==> config.mk <==
export PLATFORM = sky130hd
export DESIGN_NAME = alu_apply_sequencer
export DESIGN_NICKNAME = d
export VERILOG_FILES = /design/src/rtl/alu_apply_sequencer.sv
export SDC_FILE = /design/constraint.sdc
export NUM_CORES = 1
export LEC_CHECK = 0
export BUFFER_PORTS_ARGS = -buffer_cell sky130_fd_sc_hd__buf_2
export CELL_PAD_IN_SITES_DETAIL_PLACEMENT = 0
export CELL_PAD_IN_SITES_GLOBAL_PLACEMENT = 2
export CORE_MARGIN = 3
export CORE_UTILIZATION = 30
export CTS_CLUSTER_DIAMETER = 40
export DETAILED_ROUTE_END_ITERATION = 7
export GPL_ROUTABILITY_DRIVEN = 0
export PLACE_DENSITY = 0.88
export SYNTH_ARGS = -nofsm -noshare
export SYNTH_HDL_FRONTEND = slang
export SYNTH_SLANG_ARGS = --single-unit
==> constraint.sdc <==
create_clock -name clk -period 5.8 [get_ports clk]
set_clock_uncertainty 0.1 [all_clocks]
set_input_delay 0.58 -clock clk [delete_from_list [all_inputs] [get_ports clk]]
set_output_delay 0.58 -clock clk [all_outputs]
set_load 0.005 [all_outputs]
==> src/rtl/alu_apply_sequencer.sv <==
// alu_apply_sequencer
//   Front end that drives the combinational ALU for a variadic primitive
//   application such as (+ a b c) or (< a b c). A command (opcode, argc) is
//   taken first, then argc arguments are folded through the ALU one per cycle.
//   A single result word and an error flag are returned.
//
// Ports
//   clk, rst                       clock, synchronous active-high reset
//   cmd_valid/cmd_ready            command handshake
//   cmd_opcode, cmd_argc           primitive opcode, argument count (0..15)
//   arg_valid/arg_ready, arg_data  argument stream
//   alu_in_0, alu_in_1, alu_opcode drive of the shared ALU instance
//   alu_result                     combinational ALU output, same cycle
//   rsp_valid/rsp_ready            response handshake
//   rsp_data, rsp_error            folded result, illegal-command flag

`ifndef ALU_DATA_WIDTH
`define ALU_DATA_WIDTH 16
`endif
`ifndef ALU_OPCODE_WIDTH
`define ALU_OPCODE_WIDTH 4
`endif
`ifndef SYS_ADD
`define SYS_ADD     4'd0
`define SYS_SUB     4'd1
`define SYS_AND     4'd2
`define SYS_OR      4'd3
`define SYS_NOT     4'd4
`define SYS_LESS    4'd5
`define SYS_GREATER 4'd6
`define SYS_EQUAL   4'd7
`endif

module alu_apply_sequencer #(
  parameter int DATA_WIDTH = `ALU_DATA_WIDTH,
  parameter int OP_WIDTH   = `ALU_OPCODE_WIDTH
) (
  input  logic                  clk,
  input  logic                  rst,
  input  logic                  cmd_valid,
  output logic                  cmd_ready,
  input  logic [OP_WIDTH-1:0]   cmd_opcode,
  input  logic [3:0]            cmd_argc,
  input  logic                  arg_valid,
  output logic                  arg_ready,
  input  logic [DATA_WIDTH-1:0] arg_data,
  output logic [DATA_WIDTH-1:0] alu_in_0,
  output logic [DATA_WIDTH-1:0] alu_in_1,
  output logic [OP_WIDTH-1:0]   alu_opcode,
  input  logic [DATA_WIDTH-1:0] alu_result,
  output logic                  rsp_valid,
  input  logic                  rsp_ready,
  output logic [DATA_WIDTH-1:0] rsp_data,
  output logic                  rsp_error
);

  localparam logic [OP_WIDTH-1:0] OP_ADD     = OP_WIDTH'(`SYS_ADD);
  localparam logic [OP_WIDTH-1:0] OP_SUB     = OP_WIDTH'(`SYS_SUB);
  localparam logic [OP_WIDTH-1:0] OP_AND     = OP_WIDTH'(`SYS_AND);
  localparam logic [OP_WIDTH-1:0] OP_OR      = OP_WIDTH'(`SYS_OR);
  localparam logic [OP_WIDTH-1:0] OP_NOT     = OP_WIDTH'(`SYS_NOT);
  localparam logic [OP_WIDTH-1:0] OP_LESS    = OP_WIDTH'(`SYS_LESS);
  localparam logic [OP_WIDTH-1:0] OP_GREATER = OP_WIDTH'(`SYS_GREATER);
  localparam logic [OP_WIDTH-1:0] OP_EQUAL   = OP_WIDTH'(`SYS_EQUAL);

  typedef enum logic [1:0] {
    S_IDLE  = 2'd0,
    S_FIRST = 2'd1,
    S_ACCUM = 2'd2,
    S_RESP  = 2'd3
  } state_t;

  state_t                r_state;
  state_t                w_state_nxt;
  logic [OP_WIDTH-1:0]   r_op;
  logic [3:0]            r_remaining;
  logic [DATA_WIDTH-1:0] r_acc;
  logic [DATA_WIDTH-1:0] r_prev;
  logic                  r_flag;
  logic                  r_err;

  logic w_cmd_fire;
  logic w_arg_fire;
  logic w_is_cmp;
  logic w_cmd_legal;
  logic w_first_neg;
  logic w_first_not;

  assign w_cmd_fire  = cmd_valid & cmd_ready;
  assign w_arg_fire  = arg_valid & arg_ready;
  assign w_is_cmp    = r_op inside {OP_LESS, OP_GREATER, OP_EQUAL};
  assign w_cmd_legal = cmd_opcode inside {OP_ADD, OP_SUB, OP_AND, OP_OR,
                                          OP_NOT, OP_LESS, OP_GREATER, OP_EQUAL};
  // Single-argument forms that need the ALU on the first argument:
  // unary minus (0 - a) and logical not. In FIRST, r_remaining still equals argc.
  assign w_first_neg = (r_op == OP_SUB) && (r_remaining == 4'd1);
  assign w_first_not = (r_op == OP_NOT);

  always_ff @(posedge clk) begin
    if (rst) r_state <= S_IDLE;
    else     r_state <= w_state_nxt;
  end

  // Handshake outputs are decoded from state and forced low during reset so
  // nothing offered in a reset cycle is ever accepted.
  always_comb begin
    w_state_nxt = r_state;
    cmd_ready   = 1'b0;
    arg_ready   = 1'b0;
    rsp_valid   = 1'b0;
    alu_in_0    = '0;
    alu_in_1    = '0;
    alu_opcode  = '0;
    unique case (r_state)
      S_IDLE: begin
        cmd_ready = ~rst;
        if (cmd_valid) w_state_nxt = (cmd_argc == 4'd0) ? S_RESP : S_FIRST;
      end
      S_FIRST: begin
        arg_ready = ~rst;
        if (w_first_neg) begin
          alu_in_1   = arg_data;
          alu_opcode = OP_SUB;
        end else if (w_first_not) begin
          alu_in_0   = arg_data;
          alu_opcode = OP_NOT;
        end
        if (arg_valid) w_state_nxt = (r_remaining == 4'd1) ? S_RESP : S_ACCUM;
      end
      S_ACCUM: begin
        arg_ready  = ~rst;
        alu_opcode = r_op;
        // Compare chains test adjacent pairs; other ops fold into acc.
        alu_in_0   = w_is_cmp ? r_prev : r_acc;
        alu_in_1   = arg_data;
        if (arg_valid && (r_remaining == 4'd1)) w_state_nxt = S_RESP;
      end
      S_RESP: begin
        rsp_valid = ~rst;
        if (rsp_ready) w_state_nxt = S_IDLE;
      end
      default: w_state_nxt = S_IDLE;
    endcase
  end

  always_ff @(posedge clk) begin
    if (rst) begin
      r_op        <= '0;
      r_remaining <= '0;
      r_acc       <= '0;
      r_prev      <= '0;
      r_flag      <= 1'b0;
      r_err       <= 1'b0;
    end else begin
      if (w_cmd_fire) begin
        r_op        <= cmd_opcode;
        r_remaining <= cmd_argc;
        r_err       <= (cmd_argc == 4'd0) || !w_cmd_legal ||
                       ((cmd_opcode == OP_NOT) && (cmd_argc > 4'd1));
      end
      if (w_arg_fire) begin
        r_remaining <= r_remaining - 4'd1;
        if (r_state == S_FIRST) begin
          r_prev <= arg_data;
          r_flag <= 1'b1;
          r_acc  <= (w_first_neg || w_first_not) ? alu_result : arg_data;
        end else if (w_is_cmp) begin
          r_flag <= r_flag & alu_result[0];
          r_prev <= arg_data;
        end else begin
          r_acc  <= alu_result;
        end
      end
    end
  end

  // Response registers do not move in RESP, so data/error hold until taken.
  assign rsp_data  = r_err    ? '0 :
                     w_is_cmp ? {{(DATA_WIDTH-1){1'b0}}, r_flag} : r_acc;
  assign rsp_error = r_err;

endmodule

==> impl_metrics.py, run 1 <==
metrics = {
    "setup_path": {
        "cp.depth": 8,
        "cp_top_family": "simple AND/OR/NAND/NOR gates",
        "crit_start": "r_state[1]",
        "r2r_cells": 6,
        "path_class": "reg2out",
        "path_max_fanout": 10,
        "crit_end": "alu_in_0[7]",
        "cp_data_required_time_ps": 5120,
        "slowest_stage": "nor3_2",
        "end_kind": "output port",
        "critPathLaunchType": "flip-flop",
        "crit_chain": "inv_1, ha_1, nand4b_1, nor3_2, buf_4, nand2_1, o21ai_0, buf_2",
        "worstReg2RegStart": "r_state[1]",
        "reg2reg_to": "r_acc[15]",
        "max_stage_delay_ps": 540,
        "rrSetupSlack_ps": 2650,
        "crit_buf_inv": 3,
        "cp.arrival_ps": 2520,
    },
    "route": {
        "vias": 2679,
        "routedWlPerCell_um": 15.4,
        "drc_errors": 0,
        "drt_first_pass_iters": 4,
        "initialDrtViolationCount": 101,
        "via_per_inst": 5.04,
        "drt_wl_total_um": 8200,
        "postRouteAntennaNets": 0,
    },
    "min_path": {
        "hold_class": "reg2reg",
    },
    "grt": {
        "grt_pass1_vias": 2686,
        "overflow": 0,
        "grt_max_degree": 52,
        "grt_usage_pct": 16.6,
        "antenna_found_initial": 0,
        "grt_pass1_wl_um": 13600,
    },
    "final_layout": {
        "nets": 475,
        "fin_util_pct": 38.5,
        "final-seq-area_um2": 881,
        "drive_above_1_share_pct": 29.7,
        "antennaDiodeCount": 0,
        "n_fill_cell": 951,
        "multiInputGateArea_um2": 1740,
        "layout_common_cells": "buf_2 (100), dfxtp_1 (44), o21ai_0 (36), and2_1 (35), mux2i_1 (34)",
        "finalNonFillerCells": 532,
        "final_common_cell": "buf_2",
        "area.growth.synth_to_final_pct": 23.5,
    },
    "place": {
        "hpwlAfterDp_um": 5770,
        "dp_cells": 524,
        "port_buffers": 100,
    },
    "yosys": {
        "postSynthCellCount": 339,
        "yosysSeqAreaShare_pct": 32.1,
        "avgSynthCellArea_um2": 8.09,
        "synthesis.nets": 391,
        "ys.warnings.count": 0,
        "yosysUniqueCellTypes": 43,
        "synthesis.area_um2": 2740,
        "synthFlopType": "dfxtp_1",
        "synth_seq_cells": 44,
        "async_flop_share_pct": 0,
        "synth_edf_count": 0,
    },
    "floorplanning": {
        "initial_core_util_pct": 31.1,
        "die_x_um": 102,
        "core_um2": 8810,
        "io_pins": 101,
        "die_y_um": 102,
        "die-area_um2": 10300,
        "fp-row-count": 34,
    },
    "cts": {
        "clock_latency_ps": 300,
        "clockBufferDepth": 2,
        "htreeDepth": 2,
        "clock-root-buffer": "clkbuf_8",
        "cts.clk_slew.worst_paths_ps": 80,
        "cts_sinks": 44,
        "cts_tree": "built",
        "cts_buffers": 5,
        "ctsResizeCount": 0,
        "cts_setup_buffers": 0,
        "ctsHoldBuffers": 0,
    },
    "status": {
        "status": "finished clean",
    },
    "sta": {
        "grt_setup_unrepaired": "no",
        "setup_viol": 0,
        "slew_headroom_pct": 22.4,
        "min_period_over_period_pct": 55.2,
        "final_hold_viol_count": 0,
        "fmax_mhz": 313,
        "period_needed_ps": 3200,
        "slew_violations": 0,
        "fin_setup_tns_ps": 0,
        "tightest_slew_ps": 1160,
    },
    "run": {
        "cap_violations": 0,
    },
    "power": {
        "p_per_area_nw_per_um2": 299,
        "ir_worst_vdd_mv": 0.140,
        "p_leak_nw": 1.55,
    },
}
==> worst register-to-register path, stage by stage (launching register included) <==
cell and delay [ps]:
dfxtp_1 410, inv_1 100, ha_1 410, nand3b_1 640, a31oi_4 1040, nor2_1 140, a211oi_2 230
==> stage by stage <==
| step | setup slack [ps] | cell area, um^2 | hold slack, ps | power (mW) |
|---|---|---|---|---|
| 6_report | 2600 | 3390 | 370 | 1.01 |
| 5_1_grt | 2220 | 3390 | 378 | 1.10 |
| 4_1_cts | 2590 | 3390 | 367 | 1.03 |
| 3_5_place_dp | 2310 | 3290 | 355 | 0.824 |
| 3_3_place_gp | 2390 | 3290 | 355 | 0.814 |
| 2_1_floorplan | 3430 | 2740 | 343 | 0.699 |
==> cells in the mapped netlist (all sizes together), types with 2 or more instances <==
cell type / count / area, um^2
dfxtp: 44 / 881
buf: 5 / 33.8
a21oi: 25 / 125
nand3b: 6 / 45.0
o31ai: 2 / 15.0
o21ai: 36 / 180
a21o: 2 / 15.0
clkbuf: 19 / 72.6
nor4b: 3 / 32.5
nand2: 29 / 111
a31oi: 2 / 12.5
nor3: 4 / 25.0
and3b: 2 / 17.5
and2: 35 / 219
inv: 8 / 30.0
nor2b: 3 / 18.8
nand3: 16 / 80.1
nor2: 26 / 97.6
ha: 7 / 87.6
a211oi: 17 / 190
nor3b: 2 / 20.0
mux2i: 34 / 340
==> flip-flops by register name, summed over array words and instances, names as in the netlist <==
| signal | flops |
|---|---|
| r_flag | 1 |
| r_state | 2 |
| r_prev | 16 |
| r_acc | 16 |
| r_remaining | 4 |
| r_op | 4 |
| rsp_error | 1 |
==> per-layer routing <==
layer  vias up  global-route usage (%)  routed length [um]
li1       1362                       -                   -
met1      1227                    21.9                3750
met2        79                    27.2                3810
met3        11                    3.24                 450
met4         0                    5.42                 188
met5         -                       0                   0
==> area by class of cell <==
| class | count | share of cell area, % |
|---|---|---|
| clock inverter | 2 | 0.296 |
| clock buffer | 6 | 2.44 |
| tap | 108 | 3.99 |
| inverter | 8 | 0.887 |
| sequential | 44 | 26.0 |
| timing repair buffer | 101 | 15.0 |
| multi-input combinational | 263 | 51.4 |
==> cell families (layout without fill, tap and decap cells) <==
kind of cell	Yosys count	count (layout)	synth area share, %
AOI/OAI and AO/OA	90	90	21.4
adders and majority gates	7	7	3.19
buffers and inverters	32	117	4.97
DFF	44	44	32.1
muxes	34	34	12.4
and+or+nand+nor	132	132	25.9
==> power by group <==
part | internal, mW | switching, mW
Combinational | 0.170 | 0.264
Sequential | 0.342 | 0.0348
Clock | 0.0952 | 0.107
Total | 0.607 | 0.406
==> worst min-delay path by stage <==
stage                  startpoint       to  slack, ps  cells past startpoint
floorplan                  r_flag   r_flag        340                      2
global placement           r_flag   r_flag        350                      2
detailed placement         r_flag   r_flag        360                      2
CTS                        r_flag   r_flag        370                      2
global route        cmd_opcode[0]  r_op[0]        380                      3
finish                     r_flag   r_flag        370                      2
Power figures use the tool's default switching activity.
==> run 2: changes to the inputs <==
--- a/config.mk
+++ b/config.mk
@@ -9,11 +9,11 @@
 export CELL_PAD_IN_SITES_DETAIL_PLACEMENT = 0
 export CELL_PAD_IN_SITES_GLOBAL_PLACEMENT = 2
 export CORE_MARGIN = 3
-export CORE_UTILIZATION = 30
+export CORE_UTILIZATION = 25
 export CTS_CLUSTER_DIAMETER = 40
 export DETAILED_ROUTE_END_ITERATION = 7
 export GPL_ROUTABILITY_DRIVEN = 0
-export PLACE_DENSITY = 0.88
+export PLACE_DENSITY = 0.79
 export SYNTH_ARGS = -nofsm -noshare
 export SYNTH_HDL_FRONTEND = slang
 export SYNTH_SLANG_ARGS = --single-unit
==> constraint.sdc (replaced) <==
create_clock -name clk -period 2.6 [get_ports clk]
set_clock_uncertainty 0.1 [all_clocks]
set_input_delay 0.26 -clock clk [delete_from_list [all_inputs] [get_ports clk]]
set_output_delay 0.26 -clock clk [all_outputs]
set_load 0.005 [all_outputs]
==> run 2 against run 1 <==
Non-clock buffer count is 15 higher. Global-route usage is 2.6 points lower. Clock-buffer cell count is 2 higher. Flip-flop and latch count stayed put. Highest routed layer unchanged.
==> impl_metrics.py, run 2 (synthesis gave the netlist of run 1 again) <==
metrics = {
    "sta": {
        "grt_setup_unrepaired": "no",
        "period_needed_ps": 2420,
        "setup_viol": 0,
        "fin_setup_tns_ps": 0,
        "final_hold_viol_count": 0,
        "slew_violations": 0,
        "slew_headroom_pct": 60.4,
        "fmax_mhz": 413,
        "tightest_slew_ps": 585,
        "min_period_over_period_pct": 93.2,
    },
    "route": {
        "vias": 2713,
        "postRouteAntennaNets": 0,
        "routedWlPerCell_um": 15.0,
        "drc_errors": 0,
        "via_per_inst": 4.72,
        "initialDrtViolationCount": 151,
        "drt_first_pass_iters": 4,
        "drt_wl_total_um": 8620,
    },
    "setup_path": {
        "cp_top_family": "simple AND/OR/NAND/NOR gates",
        "worstReg2RegStart": "r_state[1]",
        "rrSetupSlack_ps": 580,
        "end_kind": "output port",
        "cp.arrival_ps": 2060,
        "critPathLaunchType": "flip-flop",
        "slowest_stage": "dfxtp_1",
        "max_stage_delay_ps": 420,
        "crit_buf_inv": 2,
        "r2r_cells": 7,
        "reg2reg_to": "r_acc[7]",
        "crit_chain": "ha_1, nor3b_4, a31oi_1, and2b_4, buf_4, and2_1, buf_2",
        "cp_data_required_time_ps": 2240,
        "path_max_fanout": 11,
        "path_class": "reg2out",
    },
    "final_layout": {
        "antennaDiodeCount": 0,
        "reg.largest.list": "r_acc x16, r_prev x16",
        "nets": 490,
        "drive_above_1_share_pct": 32.3,
        "finalInstanceArea_um2": 3560,
        "final_common_cell": "buf_2",
        "area.growth.synth_to_final_pct": 29.8,
        "n_fill_cell": 1138,
        "layout_common_cells": "buf_2 (100), dfxtp_1 (44), o21ai_0 (36), and2_1 (35), mux2i_1 (34)",
    },
    "cts": {
        "clockBufferDepth": 2,
        "cts_sinks": 44,
        "cts.clk_slew.worst_paths_ps": 90,
        "clock-root-buffer": "clkbuf_8",
        "cts_tree": "built",
        "htreeDepth": 2,
        "clock_latency_ps": 290,
        "ctsHoldBuffers": 0,
        "cts_buffers": 5,
    },
    "floorplanning": {
        "initial_core_util_pct": 26.1,
        "core_um2": 10500,
        "die_x_um": 111,
        "die_y_um": 111,
        "io_pins": 101,
        "die-area_um2": 12300,
        "fp-row-count": 37,
    },
    "power": {
        "combPwrFrac_pct": 45.6,
        "switching_share_pct": 39.5,
        "power_frac_seq_pct": 35.5,
        "p_per_area_nw_per_um2": 669,
        "p_switching_mw": 0.941,
        "intPower_mw": 1.44,
        "ir_worst_vdd_mv": 0.232,
        "p_leak_nw": 1.62,
        "power.total_mw": 2.38,
        "clkPwrFrac_pct": 18.9,
    },
    "grt": {
        "grt_max_degree": 25,
        "overflow": 0,
        "grt_usage_pct": 14.0,
        "grt_pass1_wl_um": 14200,
        "antenna_found_initial": 0,
        "grt_pass1_vias": 2702,
    },
    "min_path": {
        "whs_endpoint": "r_op[0]",
        "hold_path_depth": 3,
        "min_from": "cmd_opcode[0]",
        "hold_class": "in2reg",
    },
    "place": {
        "port_buffers": 100,
        "dpl_cell_area_um2": 3440,
        "hpwlAfterDp_um": 6600,
    },
    "run": {
        "cap_violations": 0,
    },
    "status": {
        "status": "finished clean",
    },
}
## run 2: routing by layer
layer | vias up | share of wire, % | global-route usage (%)
met4 | 0 | 0.34 | 2.46
li1 | 1389 | - | -
met5 | - | 0 | 0
met3 | 2 | 5.2 | 3.22
met1 | 1252 | 45 | 17.7
met2 | 70 | 50 | 24.4
## run 2: worst reg2reg max path, delay by kind of cell (launching register included)
| kind | cells | cell delay (ps) |
|---|---|---|
| AOI/OAI and AO/OA | 2 | 280 |
| muxes | 1 | 260 |
| DFF | 1 | 360 |
| buffers and inverters | 3 | 570 |
| adders and majority gates | 1 | 340 |
## run 2: how the worst max path moves through the flow
| stage | start | end | slack (ps) | depth (start not counted) |
|---|---|---|---|---|
| floorplan | r_state[0] | alu_in_0[0] | 550 | 7 |
| global placement | r_remaining[0] | alu_opcode[0] | 350 | 7 |
| detailed placement | r_remaining[0] | alu_opcode[0] | 250 | 7 |
| CTS | r_state[0] | alu_in_0[2] | 30 | 5 |
| global route | r_remaining[0] | alu_in_1[2] | 9 | 7 |
| finish | r_remaining[0] | alu_opcode[0] | 180 | 7 |
## run 2: what timing repair did
item | in CTS | in global routing
resized for setup | 1 | 6
setup buffers | 0 | 0
endpoints found under the setup margin | 7 | 22
## run 2: through the flow
stage / hold slack (ps) / worst slack, ps / cells / utilization [%]
finish: 63.3 / 177 / 575 / 33.9
floorplan: 259 / 553 / 339 / -
CTS: 52.6 / 30.6 / 575 / 33.6
global route: 57.6 / 9.01 / 575 / 33.9
detailed placement: 365 / 246 / 567 / 32.8
global placement: 354 / 350 / 567 / 32.8
## run 2: area by class of cell
cell class | count | area [um^2] | area share [%]
Timing Repair Buffer | 116 | 621 | 17.4
Sequential cell | 44 | 881 | 24.7
Inverter | 8 | 30.0 | 0.843
Clock buffer | 8 | 90.1 | 2.53
Multi-Input combinational cell | 263 | 1770 | 49.7
Tap cell | 136 | 170 | 4.78
## run 2: power by group through the flow
stage	combinational [mW]	sequential [mW]	clock, mW
after floorplan	0.726	0.834	0
after global placement	1.06	0.855	0
after detailed placement	1.07	0.861	0
after CTS	1.07	0.844	0.468
after global routing	1.22	0.860	0.494
final	1.09	0.846	0.450
